<file path="src/rtl/fwd_hazard_ctrl.sv">
// Purpose: operand-forward selects and load-use stall control for the 5-stage core (macro FWD_HAZARD_FORWARD_EN enables forwarding).
// Latency: fwd_sel_a/b are registered at the ID->EX edge; stall is combinational from the slots and ID inputs.
// Backpressure: stall holds PC and IF/ID and injects a bubble into EX; without forwarding, stall persists until the producer reaches WB.
module fwd_hazard_ctrl #(
  parameter int REG_ADDR_W = 5,
  parameter int CNT_W      = 16
) (
  input  logic                  clk,
  input  logic                  arst_n,
  input  logic                  id_valid,
  input  logic [REG_ADDR_W-1:0] id_rs1,
  input  logic [REG_ADDR_W-1:0] id_rs2,
  input  logic                  id_use_rs1,
  input  logic                  id_use_rs2,
  input  logic [REG_ADDR_W-1:0] id_rd,
  input  logic                  id_reg_write,
  input  logic                  id_mem_read,
  output logic [1:0]            fwd_sel_a,
  output logic [1:0]            fwd_sel_b,
  output logic                  stall,
  output logic [CNT_W-1:0]      stall_cnt
);

  // One in-flight instruction as seen by the hazard logic.
  typedef struct packed {
    logic                  valid;
    logic [REG_ADDR_W-1:0] rd;
    logic                  reg_write;
    logic                  mem_read;
  } slot_t;

  localparam logic [1:0]       SEL_RF  = 2'd0;
  localparam logic [1:0]       SEL_MEM = 2'd1;
  localparam logic [1:0]       SEL_WB  = 2'd2;
  localparam logic [CNT_W-1:0] CNT_ONE = {{(CNT_W-1){1'b0}}, 1'b1};
  localparam logic [CNT_W-1:0] CNT_MAX = {CNT_W{1'b1}};
  localparam slot_t            BUBBLE  = '0;

  slot_t ex_q;
  slot_t mem_q;
  slot_t wb_q;
  slot_t id_slot;

  // True when slot s will write register r; x0 is hardwired and never a hazard.
  function automatic logic writes(input slot_t s, input logic [REG_ADDR_W-1:0] r);
    return s.valid && s.reg_write && (s.rd == r) && (r != '0);
  endfunction

  logic hit_ex_a;
  logic hit_ex_b;
  logic hit_mem_a;
  logic hit_mem_b;

  // Per-operand producer matches against the EX and MEM occupants.
  always_comb begin
    hit_ex_a  = id_use_rs1 && writes(ex_q,  id_rs1);
    hit_ex_b  = id_use_rs2 && writes(ex_q,  id_rs2);
    hit_mem_a = id_use_rs1 && writes(mem_q, id_rs1);
    hit_mem_b = id_use_rs2 && writes(mem_q, id_rs2);
  end

  assign id_slot = '{valid: 1'b1, rd: id_rd, reg_write: id_reg_write, mem_read: id_mem_read};

`ifdef FWD_HAZARD_FORWARD_EN
  logic [1:0] sel_a_d;
  logic [1:0] sel_b_d;

  // Only a load in EX cannot be forwarded in time; everything else is bypassed.
  always_comb begin
    stall = id_valid && ex_q.mem_read && (hit_ex_a || hit_ex_b);
  end

  // Youngest producer wins: MEM-stage ALU result beats WB-stage data.
  always_comb begin
    sel_a_d = SEL_RF;
    sel_b_d = SEL_RF;
    if (hit_ex_a && !ex_q.mem_read) sel_a_d = SEL_MEM;
    else if (hit_mem_a)             sel_a_d = SEL_WB;
    if (hit_ex_b && !ex_q.mem_read) sel_b_d = SEL_MEM;
    else if (hit_mem_b)             sel_b_d = SEL_WB;
  end

  // Register selects at the ID->EX boundary; bubbles always read the register file.
  always_ff @(posedge clk) begin
    if (!arst_n) begin
      fwd_sel_a <= SEL_RF;
      fwd_sel_b <= SEL_RF;
    end else if (stall || !id_valid) begin
      fwd_sel_a <= SEL_RF;
      fwd_sel_b <= SEL_RF;
    end else begin
      fwd_sel_a <= sel_a_d;
      fwd_sel_b <= sel_b_d;
    end
  end
`else
  // No bypass paths: wait until every producer of a used source has reached WB.
  always_comb begin
    stall = id_valid && (hit_ex_a || hit_ex_b || hit_mem_a || hit_mem_b);
  end

  assign fwd_sel_a = SEL_RF;
  assign fwd_sel_b = SEL_RF;
`endif

  // Advance the tracking slots; a stalled or empty ID stage enters EX as a bubble.
  always_ff @(posedge clk) begin
    if (!arst_n) begin
      ex_q  <= BUBBLE;
      mem_q <= BUBBLE;
      wb_q  <= BUBBLE;
    end else begin
      wb_q  <= mem_q;
      mem_q <= ex_q;
      ex_q  <= (stall || !id_valid) ? BUBBLE : id_slot;
    end
  end

  // Saturating stall-cycle counter for performance analysis.
  always_ff @(posedge clk) begin
    if (!arst_n) begin
      stall_cnt <= '0;
    end else if (stall && (stall_cnt != CNT_MAX)) begin
      stall_cnt <= stall_cnt + CNT_ONE;
    end
  end

  // The WB occupant and the load flag past EX are kept for debug visibility only;
  // the write-through register file already exposes WB data to ID.
  logic unused_slot_bits;
  assign unused_slot_bits = ^{wb_q, mem_q.mem_read, ex_q.mem_read};

endmodule

</file>
<file path="config.mk">
export PLATFORM = sky130hd
export DESIGN_NAME = fwd_hazard_ctrl
export DESIGN_NICKNAME = d
export VERILOG_FILES = /design/src/rtl/fwd_hazard_ctrl.sv
export SDC_FILE = /design/constraint.sdc
export NUM_CORES = 1
export LEC_CHECK = 0
export BUFFER_PORTS_ARGS = -buffer_cell sky130_fd_sc_hd__buf_2
export CAP_MARGIN = 40
export CORE_AREA = 2 2 52 64
export CTS_CLUSTER_DIAMETER = 60
export CTS_CLUSTER_SIZE = 8
export DETAILED_ROUTE_END_ITERATION = 7
export DIE_AREA = 0 0 54 66
export GPL_TIMING_DRIVEN = 0
export PLACE_DENSITY = 0.88
export SLEW_MARGIN = 20
export SYNTH_ARGS = -nofsm -noshare
export SYNTH_HDL_FRONTEND = slang
export SYNTH_SLANG_ARGS = --single-unit
</file>
<file path="constraint.sdc">
create_clock -name clk -period 9.57 [get_ports clk]
set_input_delay 2.871 -clock clk [delete_from_list [all_inputs] [get_ports clk]]
set_output_delay 2.871 -clock clk [all_outputs]
set_load 0.05 [all_outputs]
</file>
==> metrics <==
Setup CP Type in -> out; Comb power frac 0.101; register area 601 sq um; Layout area overhead 19.1%; # rows 22; gpl congestion 0.867; Worst slew margin 0.636; Bufs on Longest Clock Path 2; worst-skew pair later-pin latency 0.33 ns; Hold Path Class reg -> reg; setup slack at placement 2.02 ns; ANT cells 0; delay-heaviest family, CP buffers and inverters; setup TNS 0 ns; routed wire length 3.53 mm; Iteration-0 DRC Markers 22; DIE HEIGHT 66 um; Setup-failing EPs final 0; Post-CTS Repair Setup Buffers 0; CP Max Fanout 10; FF+latch count, synth 30; sw frac 0.247; worst path arrival time 4.67 ns; Max Cap Violations 0; Mapped Cells 175; type of origin of the critical path input pin; crit path capture type output pin; first-pass GRT wire length 5.60 mm; Fin Hold WS 0.494 ns; crit path time final 7.54 ns; CTS buffer count 5; vias in the first global route 1,308; die width 54 um; Syn. warnings 0; Reg power frac 0.560; Clock transition at path regs 0.09 ns; DR pass1 iterations 4; Buf/Inv on CP 5; global route overflow 0; Fmax 133 MHz; Mapped Area 1580 sq um; Peak supply drop 89.4 uV; core area 2970 sq um; WL per Instance 13.6 um; via count 1,445; post-route ant nets 0; clock power share 0.338; status finished clean; I/O pin cnt 43; DR vias/cell 5.58; Initial Util 0.531; Clock Skews 0.00238 ns; final period utilization 0.788; area of the multi-input gates 883 sq um; P per Cell Area 122 nW/um^2; Final Hold Fails 0; critical path, cell by cell buf_2 > or4_1 > o21a_1 > and2_4 > a22oi_4 > buf_6 > buf_6 > inv_1 > buf_2; share of post-route cells with drive strength above 1 0.269; CTS tree yes; max incr delay on CP 0.51 ns; Buffers on Ports 37; Num Clock Sinks 30; sequential area share after synthesis 0.381; Hold-fix buffers, CTS 0; Leakage 0.763 nW; filler cell count 270; Net Switching 56.7 uW; antenna violations before repair 0; gr usage total 0.223; Yosys cell types 38; final worst-path setup slack 2.03 ns; hpwl dp 2.70 mm; Int Pwr 173 uW; CP required 6.70 ns; non-filler instance count after layout 259; CTS root buffer clkbuf_4; RSZ-0062 raised after global routing false; slowest CP cell or4_1; pin count of the biggest net entering global routing 11; Post-layout nets 245; H-tree levels 2; Worst Max-Slew Pin Slew 0.542 ns; placed cells 251; DRC Markers 0; Slew Viols, Final 0; Die ar. 3560 sq um; Post-Synthesis Mean Instance Area 9.02 sq um; post-cts gate resize count 0
layout make-up:
class	count	share of cell area
Multi-Input combinational cell	130	0.470
Sequential cell	30	0.320
Timing Repair Buffer	37	0.0985
Buffer	13	0.0459
Clock buffer	7	0.0293
Tap cell	36	0.0240
Inverter	5	0.00999
Clock inverter	1	0.00266
power by group through the flow:
stage / clock network (mW) / registers [mW] / logic [mW]
3_5_place_dp: 0 / 0.132 / 0.0234
5_1_grt: 0.0863 / 0.129 / 0.0254
3_3_place_gp: 0 / 0.132 / 0.0227
4_1_cts: 0.0795 / 0.129 / 0.0235
2_1_floorplan: 0 / 0.131 / 0.0153
6_report: 0.0778 / 0.129 / 0.0233
state kept, by name, indices dropped and copies added, names as in the netlist:
name and count:
stall_cnt 16, ex_q 7, mem_q 7
logic make-up (layout without fill, tap and decap cells):
group,count (synthesis),after routing,share of synthesized area
DFF,30,30,0.381
muxes,2,2,0.0127
adders and majority gates,1,1,0.00793
and+or+nand+nor,71,71,0.277
xor gates and xnor gates,20,20,0.111
buffers and inverters,18,63,0.0666
other,1,4,0.00238
AOI/OAI and AO/OA,32,32,0.142
worst reg2reg max path, cell delays in order (launching register included):
cell and delay [ns]:
dfxtp_1 0.43, and4_1 0.26, and2_4 0.18, nor2b_4 0.18
and3_1 0.15, buf_2 0.16, buf_2 0.22, buf_2 0.26
nand3b_1 0.15, a21oi_2 0.05
cell usage in the layout (no fill, tap or decap), types with 2 or more instances in the layout:
master     n
clkbuf_1   3
and2_4     2
o22ai_1    2
or3_1      2
nor3_1     2
o31ai_1    9
and3_1     5
conb_1     4
o21ai_1    3
nand2b_1   2
xnor2_1   20
a21oi_1   11
buf_6      2
buf_2     40
dfxtp_1   30
or4_1     11
buf_4      5
nand4_1    7
nor2_1     2
and2_1    14
inv_1      5
nand3_1   13
mux2i_1    2
clkbuf_4   5
nand2_1    6
routing by layer:
layer  vias up  share of wire  routed length (um)  global-route usage
li1        722              -                   -                   -
met3         6          0.064                 224              0.0837
met2        51           0.52                1840               0.389
met4         0          0.014                  51              0.0969
met1       666           0.40                1410               0.232
met5         -              0                   0                   0
through the flow:
stage | power (mW) | util | area [sq um]
global route | 0.241 | 0.632 | 1880
detailed placement | 0.155 | 0.612 | 1820
CTS | 0.232 | 0.632 | 1880
finish | 0.230 | 0.632 | 1880
floorplan | 0.146 | - | 1590
global placement | 0.154 | 0.612 | 1820
path summary, 6_finish.rpt:
check	startpoint	end	slack (ns)	cells after the start
setup / recovery	id_rs2[1]	stall	2.03	9
hold / removal	stall_cnt[6]	stall_cnt[6]	0.49	2
setup reg to reg	stall_cnt[3]	stall_cnt[1]	7.42	9
hold reg to reg	stall_cnt[6]	stall_cnt[6]	0.49	2
synthesized netlist by cell type (all sizes together):
| library cell | count | area, sq um |
|---|---|---|
| a21oi | 12 | 63.8 |
| a22oi | 1 | 21.3 |
| a32o | 1 | 10.0 |
| and2 | 16 | 105 |
| and3 | 5 | 31.3 |
| and4 | 1 | 8.76 |
| buf | 11 | 78.8 |
| clkbuf | 2 | 7.51 |
| conb | 1 | 3.75 |
| dfxtp | 30 | 601 |
| ha | 1 | 12.5 |
| inv | 5 | 18.8 |
| mux2i | 2 | 20.0 |
| nand2 | 6 | 22.5 |
| nand2b | 2 | 12.5 |
| nand3 | 13 | 65.1 |
| nand3b | 1 | 7.51 |
| nand4 | 7 | 43.8 |
| nor2 | 2 | 7.51 |
| nor2b | 1 | 13.8 |
| nor3 | 2 | 10.0 |
| nor3b | 1 | 7.51 |
| nor4 | 1 | 6.26 |
| o21a | 1 | 7.51 |
| o21ai | 4 | 23.8 |
| o22ai | 2 | 12.5 |
| o311ai | 1 | 8.76 |
| o31ai | 9 | 67.6 |
| o41ai | 1 | 8.76 |
| or3 | 2 | 12.5 |
| or4 | 11 | 82.6 |
| xnor2 | 20 | 175 |
Note: power is estimated with default switching activity, not from simulation.
